==> config.mk <==
export PLATFORM = sky130hd
export DESIGN_NAME = instr_fetch_stage
export DESIGN_NICKNAME = d
export VERILOG_FILES = /design/src/rtl/fetch_pkg.sv /design/src/rtl/fetch_buffer.sv /design/src/rtl/instr_fetch_stage.sv
export SDC_FILE = /design/constraint.sdc
export NUM_CORES = 1
export LEC_CHECK = 0
export CORE_ASPECT_RATIO = 0.75
export CORE_MARGIN = 3
export CORE_UTILIZATION = 30
export DETAILED_ROUTE_END_ITERATION = 6
export MAX_ROUTING_LAYER = met4
export PLACE_DENSITY = 0.51
export SLEW_MARGIN = 20
export SYNTH_ARGS = -nofsm -noshare
export SYNTH_HDL_FRONTEND = slang
export SYNTH_HIERARCHICAL = 1
export SYNTH_SLANG_ARGS = --single-unit
==> constraint.sdc <==
create_clock -name clk -period 4.1 [get_ports clk]
set_input_delay 0.41 -clock clk [delete_from_list [all_inputs] [get_ports clk]]
set_output_delay 0.41 -clock clk [all_outputs]
set_load 0.02 [all_outputs]
==> src/rtl/fetch_pkg.sv <==
// Shared types and constants for the instruction fetch stage.
//   fetch_state_e : fetch FSM states
//   RW_*          : hold codes driven back to the program counter
package fetch_pkg;

   typedef enum logic [1:0] {
      IDLE = 2'd0,
      WAIT = 2'd1,
      ADV  = 2'd2,
      HALT = 2'd3
   } fetch_state_e;

   localparam logic [1:0] RW_ADV  = 2'b00;  // counter increments at this edge
   localparam logic [1:0] RW_HOLD = 2'b01;  // waiting on memory / halted
   localparam logic [1:0] RW_FULL = 2'b10;  // instruction buffer is full

endpackage

==> src/rtl/fetch_buffer.sv <==
// Small synchronous FIFO holding {pc, instruction} entries for decode.
// Ports:
//   clk, reset   clock and synchronous active-low reset
//   clear        drop all entries (wins over push and pop)
//   push, wdata  write one entry (ignored when full)
//   pop          remove head entry (ignored when empty)
//   rdata        head entry, all zeros when empty
//   full, empty  occupancy flags
module fetch_buffer #(
   parameter int WIDTH     = 40,
   parameter int BUF_DEPTH = 2
) (
   input  logic             clk,
   input  logic             reset,
   input  logic             clear,
   input  logic             push,
   input  logic [WIDTH-1:0] wdata,
   input  logic             pop,
   output logic [WIDTH-1:0] rdata,
   output logic             full,
   output logic             empty
);

   localparam int PTR_W = (BUF_DEPTH > 1) ? $clog2(BUF_DEPTH) : 1;
   localparam int CNT_W = $clog2(BUF_DEPTH + 1);
   localparam logic [PTR_W-1:0] LAST_PTR = PTR_W'(BUF_DEPTH - 1);
   localparam logic [CNT_W-1:0] FULL_CNT = CNT_W'(BUF_DEPTH);

   logic [WIDTH-1:0] mem_q [BUF_DEPTH];
   logic [WIDTH-1:0] mem_d [BUF_DEPTH];
   logic [PTR_W-1:0] wr_ptr_q, wr_ptr_d;
   logic [PTR_W-1:0] rd_ptr_q, rd_ptr_d;
   logic [CNT_W-1:0] count_q, count_d;
   logic             push_ok, pop_ok;

   function automatic logic [PTR_W-1:0] next_ptr(input logic [PTR_W-1:0] p);
      return (p == LAST_PTR) ? '0 : p + 1'b1;
   endfunction

   assign full    = (count_q == FULL_CNT);
   assign empty   = (count_q == '0);
   assign push_ok = push & ~full;
   assign pop_ok  = pop & ~empty;
   assign rdata   = empty ? '0 : mem_q[rd_ptr_q];

   always_comb begin
      mem_d    = mem_q;
      wr_ptr_d = wr_ptr_q;
      rd_ptr_d = rd_ptr_q;
      count_d  = count_q;
      if (clear) begin
         wr_ptr_d = '0;
         rd_ptr_d = '0;
         count_d  = '0;
      end else begin
         if (push_ok) begin
            mem_d[wr_ptr_q] = wdata;
            wr_ptr_d        = next_ptr(wr_ptr_q);
         end
         if (pop_ok) begin
            rd_ptr_d = next_ptr(rd_ptr_q);
         end
         // simultaneous push and pop leaves occupancy unchanged
         case ({push_ok, pop_ok})
            2'b10:   count_d = count_q + 1'b1;
            2'b01:   count_d = count_q - 1'b1;
            default: count_d = count_q;
         endcase
      end
   end

   always_ff @(posedge clk) begin
      if (!reset) begin
         wr_ptr_q <= '0;
         rd_ptr_q <= '0;
         count_q  <= '0;
      end else begin
         wr_ptr_q <= wr_ptr_d;
         rd_ptr_q <= rd_ptr_d;
         count_q  <= count_d;
      end
   end

   // storage needs no reset: entries are only visible through count_q
   always_ff @(posedge clk) begin
      mem_q <= mem_d;
   end

endmodule

==> src/rtl/instr_fetch_stage.sv <==
// Instruction fetch stage sitting after the 8-bit program counter.
// Reads instruction memory at the current pc via a req/ack handshake,
// queues {pc, instruction} for decode, and tells the counter when to advance.
// Ports:
//   clk, reset              clock and synchronous active-low reset
//   pc                      current program counter value
//   rw                      hold code: 00 advance, 01 hold, 10 buffer full
//   mem_req/mem_addr        memory read request and address
//   mem_ack/mem_rdata       memory read completion and data
//   inst_valid/pc/data      FIFO head towards decode
//   inst_ready              decode accepts the head entry
//   flush                   drop buffered and in-flight fetches
//   timeout_err             sticky flag: memory never acknowledged
module instr_fetch_stage
   import fetch_pkg::*;
#(
   parameter int ADDR_W    = 8,
   parameter int DATA_W    = 32,
   parameter int BUF_DEPTH = 2,
   parameter int TIMEOUT   = 15
) (
   input  logic              clk,
   input  logic              reset,
   input  logic [ADDR_W-1:0] pc,
   output logic [1:0]        rw,
   output logic              mem_req,
   output logic [ADDR_W-1:0] mem_addr,
   input  logic              mem_ack,
   input  logic [DATA_W-1:0] mem_rdata,
   output logic              inst_valid,
   output logic [ADDR_W-1:0] inst_pc,
   output logic [DATA_W-1:0] inst_data,
   input  logic              inst_ready,
   input  logic              flush,
   output logic              timeout_err
);

   localparam int CNT_W   = $clog2(TIMEOUT + 1);
   localparam int ENTRY_W = ADDR_W + DATA_W;
   localparam logic [CNT_W-1:0] LAST_WAIT = CNT_W'(TIMEOUT - 1);

   fetch_state_e        state_q, state_d;
   logic [ADDR_W-1:0]   mem_addr_q, mem_addr_d;
   logic [CNT_W-1:0]    wait_cnt_q, wait_cnt_d;
   logic                timeout_err_q, timeout_err_d;
   logic                buf_push, buf_pop, buf_clear, buf_full, buf_empty;
   logic [ENTRY_W-1:0]  buf_rdata;

   fetch_buffer #(
      .WIDTH     (ENTRY_W),
      .BUF_DEPTH (BUF_DEPTH)
   ) u_buf (
      .clk   (clk),
      .reset (reset),
      .clear (buf_clear),
      .push  (buf_push),
      .wdata ({mem_addr_q, mem_rdata}),
      .pop   (buf_pop),
      .rdata (buf_rdata),
      .full  (buf_full),
      .empty (buf_empty)
   );

   assign inst_valid = ~buf_empty;
   assign inst_pc    = buf_rdata[ENTRY_W-1:DATA_W];
   assign inst_data  = buf_rdata[DATA_W-1:0];
   assign buf_pop    = inst_valid & inst_ready;

   always_comb begin
      state_d       = state_q;
      mem_addr_d    = mem_addr_q;
      wait_cnt_d    = wait_cnt_q;
      timeout_err_d = timeout_err_q;
      buf_push      = 1'b0;
      buf_clear     = 1'b0;
      // flush beats a same-cycle ack, so the pc is not advanced and the
      // same address is fetched again; HALT ignores flush entirely
      if (flush && state_q != HALT) begin
         buf_clear  = 1'b1;
         wait_cnt_d = '0;
         state_d    = IDLE;
      end else begin
         case (state_q)
            IDLE: begin
               if (!buf_full) begin
                  mem_addr_d = pc;
                  state_d    = WAIT;
               end
            end
            WAIT: begin
               if (mem_ack) begin
                  buf_push   = 1'b1;
                  wait_cnt_d = '0;
                  state_d    = ADV;
               end else if (wait_cnt_q == LAST_WAIT) begin
                  timeout_err_d = 1'b1;
                  wait_cnt_d    = '0;
                  state_d       = HALT;
               end else begin
                  wait_cnt_d = wait_cnt_q + 1'b1;
               end
            end
            ADV:     state_d = IDLE;
            default: state_d = HALT;
         endcase
      end
   end

   always_ff @(posedge clk) begin
      if (!reset) begin
         state_q       <= IDLE;
         mem_addr_q    <= '0;
         wait_cnt_q    <= '0;
         timeout_err_q <= 1'b0;
      end else begin
         state_q       <= state_d;
         mem_addr_q    <= mem_addr_d;
         wait_cnt_q    <= wait_cnt_d;
         timeout_err_q <= timeout_err_d;
      end
   end

   always_comb begin
      case (state_q)
         IDLE:    rw = buf_full ? RW_FULL : RW_HOLD;
         ADV:     rw = RW_ADV;
         default: rw = RW_HOLD;
      endcase
   end

   assign mem_req     = (state_q == WAIT);
   assign mem_addr    = mem_addr_q;
   assign timeout_err = timeout_err_q;

endmodule

==> qor_table.md, run 1 <==
| Parameter | Reported |
|:---|:---|
| N_diodes | 0 |
| Gr ovfl total | 0 |
| Hold Crit Depth | 1 |
| Post-detailed-routing wire length | 8.03 mm |
| Cell Pwr Density | 408 nW/um^2 |
| Post-route minimum period | 2.69 ns |
| R2R Path End | u_buf/mem_q[7] |
| Share of post-route cells with drive strength above 1 | 6.76% |
| Global-route wire length before repair | 12.6 mm |
| Final setup violating endpoints | 0 |
| Buffers & Inverters on Critical Path | 2 |
| DPL Wire Length | 5.27 mm |
| Post-route DRC | 0 |
| Internal power of the cells | 1.84 mW |
| Core region area | 12400 sq um |
| Post-cts resize count | 0 |
| Area of the die | 14300 sq um |
| Final hold violation count | 0 |
| Global-route usage over all layers | 11.9% |
| Antenna violations before repair | 0 |
| Net Switching | 393 uW |
| Drt first-iter violations | 109 |
| Worst clock skew | 0.00361 ns |
| WHS Endpoint | timeout_err |
| Number of instances in the placed design | 519 |
| Critical path's top delay family | buffers and inverters |
| Area growth from synthesis to layout | 41.2% |
| Pin count of the biggest net entering global routing | 43 |
| Source of the worst hold timing path | timeout_err |
| Number of instances in the synthesized netlist | 262 |
| Post-DRT Antenna Nets | 0 |
| Core Rows | 35 |
| Count of cell types in the netlist | 31 |
| Post-CTS setup repair buffer count | 0 |
| Worst reg2reg setup slack | 1.82 ns |
| Max-slew violation total from the final report | 0 |
| Detailed-router iteration count before antenna repair | 4 |
| Number of max-cap violations | 0 |
| Cell type of the slowest stage on the worst timing path | dfxtp_2 |
| Clock latency on the worst-skew pair | 0.33 ns |
| Max-slew headroom | 41.3% |
| Arrival @ worst endpoint | 2.28 ns |
| Fin cells | 536 |
| Chip Width | 137 um |
| I/O Pins | 98 |
| Mapped Area | 3870 sq um |
| Via count of the first global-routing pass | 2344 |
| Worst R2R Path Depth | 7 |
| Clock group share of total power | 45.3% |
| H-tree levels | 3 |
| Clk sinks | 99 |
| Top FF cell, synth | edfxtp_1 |
| Synthesis warning total | 6 |
| Sequential fraction of the synthesis area | 72.0% |
| Number of I/O port buffers | 97 |
| Transition time at the pin with the least slew margin | 0.872 ns |
| Number of synthesized flops with an enable pin | 80 |
| Buffer levels on the longest clock path | 2 |
| Post-synthesis sequential element count | 99 |
| Data required time at the worst endpoint | 3.69 ns |
| Worst Setup Start Kind | register |
| Highest net fanout along the worst path | 15 |
| Net total in the final layout | 413 |
| CTS hold repair buffers | 0 |
| Worst ir drop on vdd | 225 uV |
| Power share of the sequential group | 49.6% |
| Run status | complete, no violations |
| Slowest stage delay, CP | 0.65 ns |
| Clock-pin slew reported for the worst setup and hold paths after clock tree synthesis | 0.06 ns |
| Logic gate share of total power | 5.2% |
| Final RePlAce weighted congestion | 0.771 |
| Mapped Nets | 310 |
| Series of cell instances along the critical path | buf_4 > mux2i_1 > nor2_1 > clkdlybuf4s50_1 |
| RSZ-0062 raised after global routing | no |
| Critical path start-end classification | register to primary output |
| R2R Path Start | state_q[0] |
| Die height | 104 um |
| Leak | 1.76 nW |
| Number of buffers inserted during clock tree synthesis | 9 |
| Effective utilization at floorplan | 31.1% |
| Highest clock frequency the design can meet | 372 MHz |
| Ratio of final minimum period to clock period | 65.5% |
| Average instance area after synthesis | 14.8 sq um |
| CP endpoint kind | primary output |
| Average vias per placed instance | 4.36 |
| Share of flip-flops with an asynchronous set or reset after synthesis | 0% |
| Sw Ratio | 17.6% |
| Class of the most critical hold timing path | register to register |
| Final routed wire length divided by cell count | 15.0 um |
| Fin Setup TNS | 0 ns |
| Vias after detailed routing | 2335 |
| Clock tree from TritonCTS | built |
| Clock root buffer master | clkbuf_16 |
[final cells by class]
cell class	instances	area, sq um
fillers	1150	6980
flip-flops and latches	99	2780
multi-input cells	146	1050
repair buffers	102	1030
clock buffers	11	243
well taps	166	208
clock inverters	5	125
inverters	7	26.3
[worst max path at each step]
| stage | cells after the start | start | slack (ns) | to |
|---|---|---|---|---|
| after detailed placement | 6 | mem_ack | 1.56 | u_buf/mem_q[10] |
| after CTS | 3 | u_buf/count_q[0] | 1.32 | inst_data[25] |
| after global routing | 4 | u_buf/rd_ptr_q | 1.26 | inst_data[25] |
| after global placement | 6 | mem_ack | 1.64 | u_buf/mem_q[10] |
| after floorplan | 6 | state_q[1] | 0.98 | u_buf/mem_q[0] |
| final | 4 | u_buf/rd_ptr_q | 1.41 | inst_data[25] |
[placed cells by master, fill, tap and decap left out, types with 5 or more instances in the layout]
cell type,instances
nor2_1,44
edfxtp_1,80
mux2i_1,48
clkbuf_16,9
nor2b_1,10
o21ai_0,5
inv_1,7
dfxtp_1,18
clkdlybuf4s50_1,97
[cell usage after synthesis, drive strengths merged (2+ instances only)]
| cell | count | area, sq um |
|---|---|---|
| nor4 | 2 | 27.5 |
| or3 | 2 | 12.5 |
| a21oi | 4 | 20.0 |
| nand2 | 3 | 11.3 |
| inv | 7 | 26.3 |
| nor2 | 45 | 169 |
| o21ai | 5 | 25.0 |
| edfxtp | 80 | 2400 |
| xor2 | 2 | 17.5 |
| clkbuf | 6 | 22.5 |
| nand3 | 3 | 15.0 |
| nor2b | 10 | 62.6 |
| ha | 3 | 37.5 |
| nand2b | 4 | 25.0 |
| mux2i | 48 | 480 |
| dfxtp | 19 | 380 |
| buf | 4 | 20.0 |
| nor3b | 3 | 22.5 |
[power groups by stage]
stage | Combinational [mW] | Clock [mW] | Sequential (mW)
6_report | 0.116 | 1.01 | 1.10
3_5_place_dp | 0.116 | 0 | 1.13
5_1_grt | 0.126 | 1.09 | 1.11
3_3_place_gp | 0.116 | 0 | 1.13
4_1_cts | 0.117 | 1.03 | 1.10
2_1_floorplan | 0.0342 | 0 | 1.13
[logic make-up after synthesis]
logic type	count (synthesis)	synth area share, %
buf+inv	17	1.78
mux	48	12.4
fa+ha+maj	3	0.971
flops	99	72.0
simple gates	77	9.83
xor+xnor	3	0.680
compound gates	15	2.36
[registers in the layout, indices dropped and copies added (netlist names)]
signal and cells:
state_q 2, mem_addr 8, u_buf/mem_q 80, timeout_err 1
u_buf/rd_ptr_q 1, u_buf/count_q 2, wait_cnt_q 4, u_buf/wr_ptr_q 1
[metrics by stage]
step                total power [mW]  instance area [sq um]  utilization, %  hold WS (ns)  setup WS (ns)
floorplan                       1.17                   3880               -         0.462          0.981
global placement                1.24                   5060            40.7         0.453           1.64
detailed placement              1.24                   5060            40.7         0.460           1.56
CTS                             2.25                   5430            43.7         0.476           1.32
global route                    2.32                   5460            43.9         0.499           1.26
finish                          2.23                   5460            43.9         0.477           1.41
[per-layer routing]
layer / up-vias / track usage [%] / wire [um] / part of all wire (%)
met2: 77 / 16.0 / 3380 / 42
met1: 1089 / 16.3 / 3790 / 47
met3: 7 / 5.17 / 794 / 9.9
met5: - / - / 0 / 0
li1: 1162 / - / - / -
met4: 0 / 2.99 / 63 / 0.78
No activity file was read; power rests on OpenSTA's default activity.
==> run 2, diff against run 1 <==
--- a/config.mk
+++ b/config.mk
@@ -10,7 +10,7 @@
 export CORE_UTILIZATION = 30
 export DETAILED_ROUTE_END_ITERATION = 6
 export MAX_ROUTING_LAYER = met4
-export PLACE_DENSITY = 0.51
+export PLACE_DENSITY = 0.49
 export SLEW_MARGIN = 20
 export SYNTH_ARGS = -nofsm -noshare
 export SYNTH_HDL_FRONTEND = slang
==> constraint.sdc (replaced) <==
create_clock -name clk -period 2.5 [get_ports clk]
set_input_delay 0.25 -clock clk [delete_from_list [all_inputs] [get_ports clk]]
set_output_delay 0.25 -clock clk [all_outputs]
set_load 0.02 [all_outputs]
==> qor_table.md, run 2 (synthesized netlist as in run 1, its figures left out) <==
| Parameter | Reported | vs previous |
|:---|:---|:---|
| Via count of the first global-routing pass | 2440 | +4.1% |
| Max-slew violation total from the final report | 0 | unchanged |
| I/O Pins | 98 | unchanged |
| Number of instances in the placed design | 525 | +1.2% |
| Max-slew headroom | 60.4% | +19 points |
| Clock tree from TritonCTS | built |  |
| Final setup violating endpoints | 0 | unchanged |
| Pin count of the biggest net entering global routing | 27 | -37% |
| Clock root buffer master | clkbuf_16 |  |
| Detailed-router iteration count before antenna repair | 4 | unchanged |
| Worst R2R Path Depth | 5 | -2 |
| CP endpoint kind | primary output |  |
| Final core occ | 43.8% | -0.14 points |
| N_diodes | 0 | unchanged |
| Critical path start-end classification | register to primary output |  |
| RSZ-0062 raised after global routing | no |  |
| Source of the worst hold timing path | timeout_err |  |
| Leading cell type in the layout, fill and taps excluded | clkdlybuf4s50_1 |  |
| Run status | complete, no violations |  |
| R2R Path End | u_buf/count_q[1] |  |
| Leak | 1.75 nW | -0.74% |
| Chip Width | 137 um | unchanged |
| Hold Crit Depth | 1 | unchanged |
| Worst Setup Start Kind | register |  |
| Largest register FFs | 80 | unchanged |
| Data required time at the worst endpoint | 2.25 ns | -1.44 ns |
| Net total in the final layout | 418 | +1.2% |
| Highest net fanout along the worst path | 26 | +11 |
| Class of the most critical hold timing path | register to register |  |
| Post-DRT Antenna Nets | 0 | unchanged |
| Clock latency on the worst-skew pair | 0.34 ns | about the same |
| Final RePlAce weighted congestion | 0.737 | -4.5% |
| Global-route wire length before repair | 13.4 mm | +6.0% |
| Die height | 104 um | unchanged |
| DPL Wire Length | 5.64 mm | +7.0% |
| Placed standard-cell area | 5130 sq um | +1.4% |
| Clk sinks | 99 | unchanged |
| Area of the multi-input gates | 1050 sq um | +0.72% |
| Final routed wire length divided by cell count | 15.6 um | +4.3% |
| Fin Setup TNS | 0 ns | unchanged |
| Core region area | 12400 sq um | unchanged |
| H-tree levels | 3 | unchanged |
| Most frequent cells in the layout | clkdlybuf4s50_1, edfxtp_1, mux2i_1 |  |
| Arrival @ worst endpoint | 2.06 ns | -0.22 ns |
| Fin cells | 541 | +0.93% |
| Global-route usage over all layers | 12.7% | +0.89 points |
| Share of post-route cells with drive strength above 1 | 8.00% | +1.2 points |
| Final hold violation count | 0 | unchanged |
| Worst reg2reg setup slack | 0.52 ns | -1.30 ns |
| Highest clock frequency the design can meet | 433 MHz |  |
| Register area | 2790 sq um | about the same |
| Clock-pin slew reported for the worst setup and hold paths after clock tree synthesis | 0.07 ns | about the same |
| Post-route DRC | 0 | unchanged |
| Vias after detailed routing | 2348 | +0.56% |
| Cell Pwr Density | 633 nW/um^2 | +55% |
| Worst clock skew | 0.00703 ns | +0.00342 ns |
| Effective utilization at floorplan | 31.1% | unchanged |
| Post-CTS setup repair buffer count | 0 | unchanged |
| Worst ir drop on vdd | 394 uV | +75% |
| Gr ovfl total | 0 | unchanged |
| Transition time at the pin with the least slew margin | 0.593 ns | -0.279 ns |
| R2R Path Start | u_buf/count_q[1] |  |
| WHS Endpoint | timeout_err |  |
| Core Rows | 35 | unchanged |
| Average vias per placed instance | 4.34 | -0.37% |
| Register with the most flip-flops | u_buf/mem_q |  |
| Number of I/O port buffers | 97 | unchanged |
| Area of the die | 14300 sq um | unchanged |
| Post-route minimum period | 2.31 ns |  |
| Summed area of non-filler cells in the final layout | 5440 sq um | -0.32% |
| Tightest hold margin | 0.467 ns | -0.00945 ns |
| Drt first-iter violations | 166 | +52% |
| Number of max-cap violations | 0 | unchanged |
| Post-detailed-routing wire length | 8.45 mm | +5.3% |
| Area growth from synthesis to layout | 40.7% |  |
| Number of buffers inserted during clock tree synthesis | 9 | unchanged |
| Buffer levels on the longest clock path | 2 | unchanged |
| Fillcell total | 1149 | -0.087% |
| Ratio of final minimum period to clock period | 92.3% |  |
| CTS hold repair buffers | 0 | unchanged |
| Post-cts resize count | 0 | unchanged |
| Antenna violations before repair | 0 | unchanged |
[run 2: cell count changes in the layout (fill, tap and decap cells not counted), sizes merged]
cell | before | now
buf | 5 | 10
clkinv | 1 | 4
bufinv | 4 | 2
clkbuf | 11 | 10
[run 2: power by group]
group | internal, mW | total (mW) | switching (mW) | leakage, nW
logic | 0.112 | 0.196 | 0.0837 | 0.729
clock network | 0.869 | 1.43 | 0.565 | 0.149
registers | 1.80 | 1.81 | 0.0158 | 0.874
[run 2: how the worst max path moves through the flow]
stage | start | to | slack (ns) | depth (start not counted)
after CTS | u_buf/count_q[1] | rw[1] | 0.18 | 3
after detailed placement | mem_ack | u_buf/mem_q[29] | 0.32 | 6
after global routing | u_buf/count_q[1] | rw[1] | 0.03 | 3
after global placement | mem_ack | u_buf/mem_q[24] | 0.37 | 6
after floorplan | state_q[1] | u_buf/mem_q[0] | 0.02 | 6
final | u_buf/rd_ptr_q | inst_data[21] | 0.19 | 4
[run 2: routing by layer]
layer | GRT usage (%) | routed length [um] | up-vias
met1 | 18.6 | 4400 | 1088
met4 | 2.56 | 68 | 0
met5 | - | 0 | -
met2 | 16.9 | 3400 | 82
met3 | 4.79 | 579 | 8
li1 | - | - | 1170
[run 2: through the flow]
stage	setup WS (ns)	power, mW
finish	0.193	3.44
global route	0.0297	3.58
CTS	0.181	3.49
detailed placement	0.321	2.05
global placement	0.370	2.05
floorplan	0.0220	1.92
[run 2: layout make-up]
class	count	share of cell area (%)
Clock inverter	6	1.47
Timing Repair Buffer	107	19.4
Multi-Input combinational cell	146	19.4
Sequential cell	99	51.2
Tap cell	166	3.82
Clock buffer	10	4.21
Inverter	7	0.529
[run 2: worst max-delay path, cell delays in order, from the launching register on]
cell	delay [ns]
dfxtp_2	0.33
buf_4	0.41
mux2i_1	0.14
nor2_1	0.20
clkdlybuf4s50_1	0.64
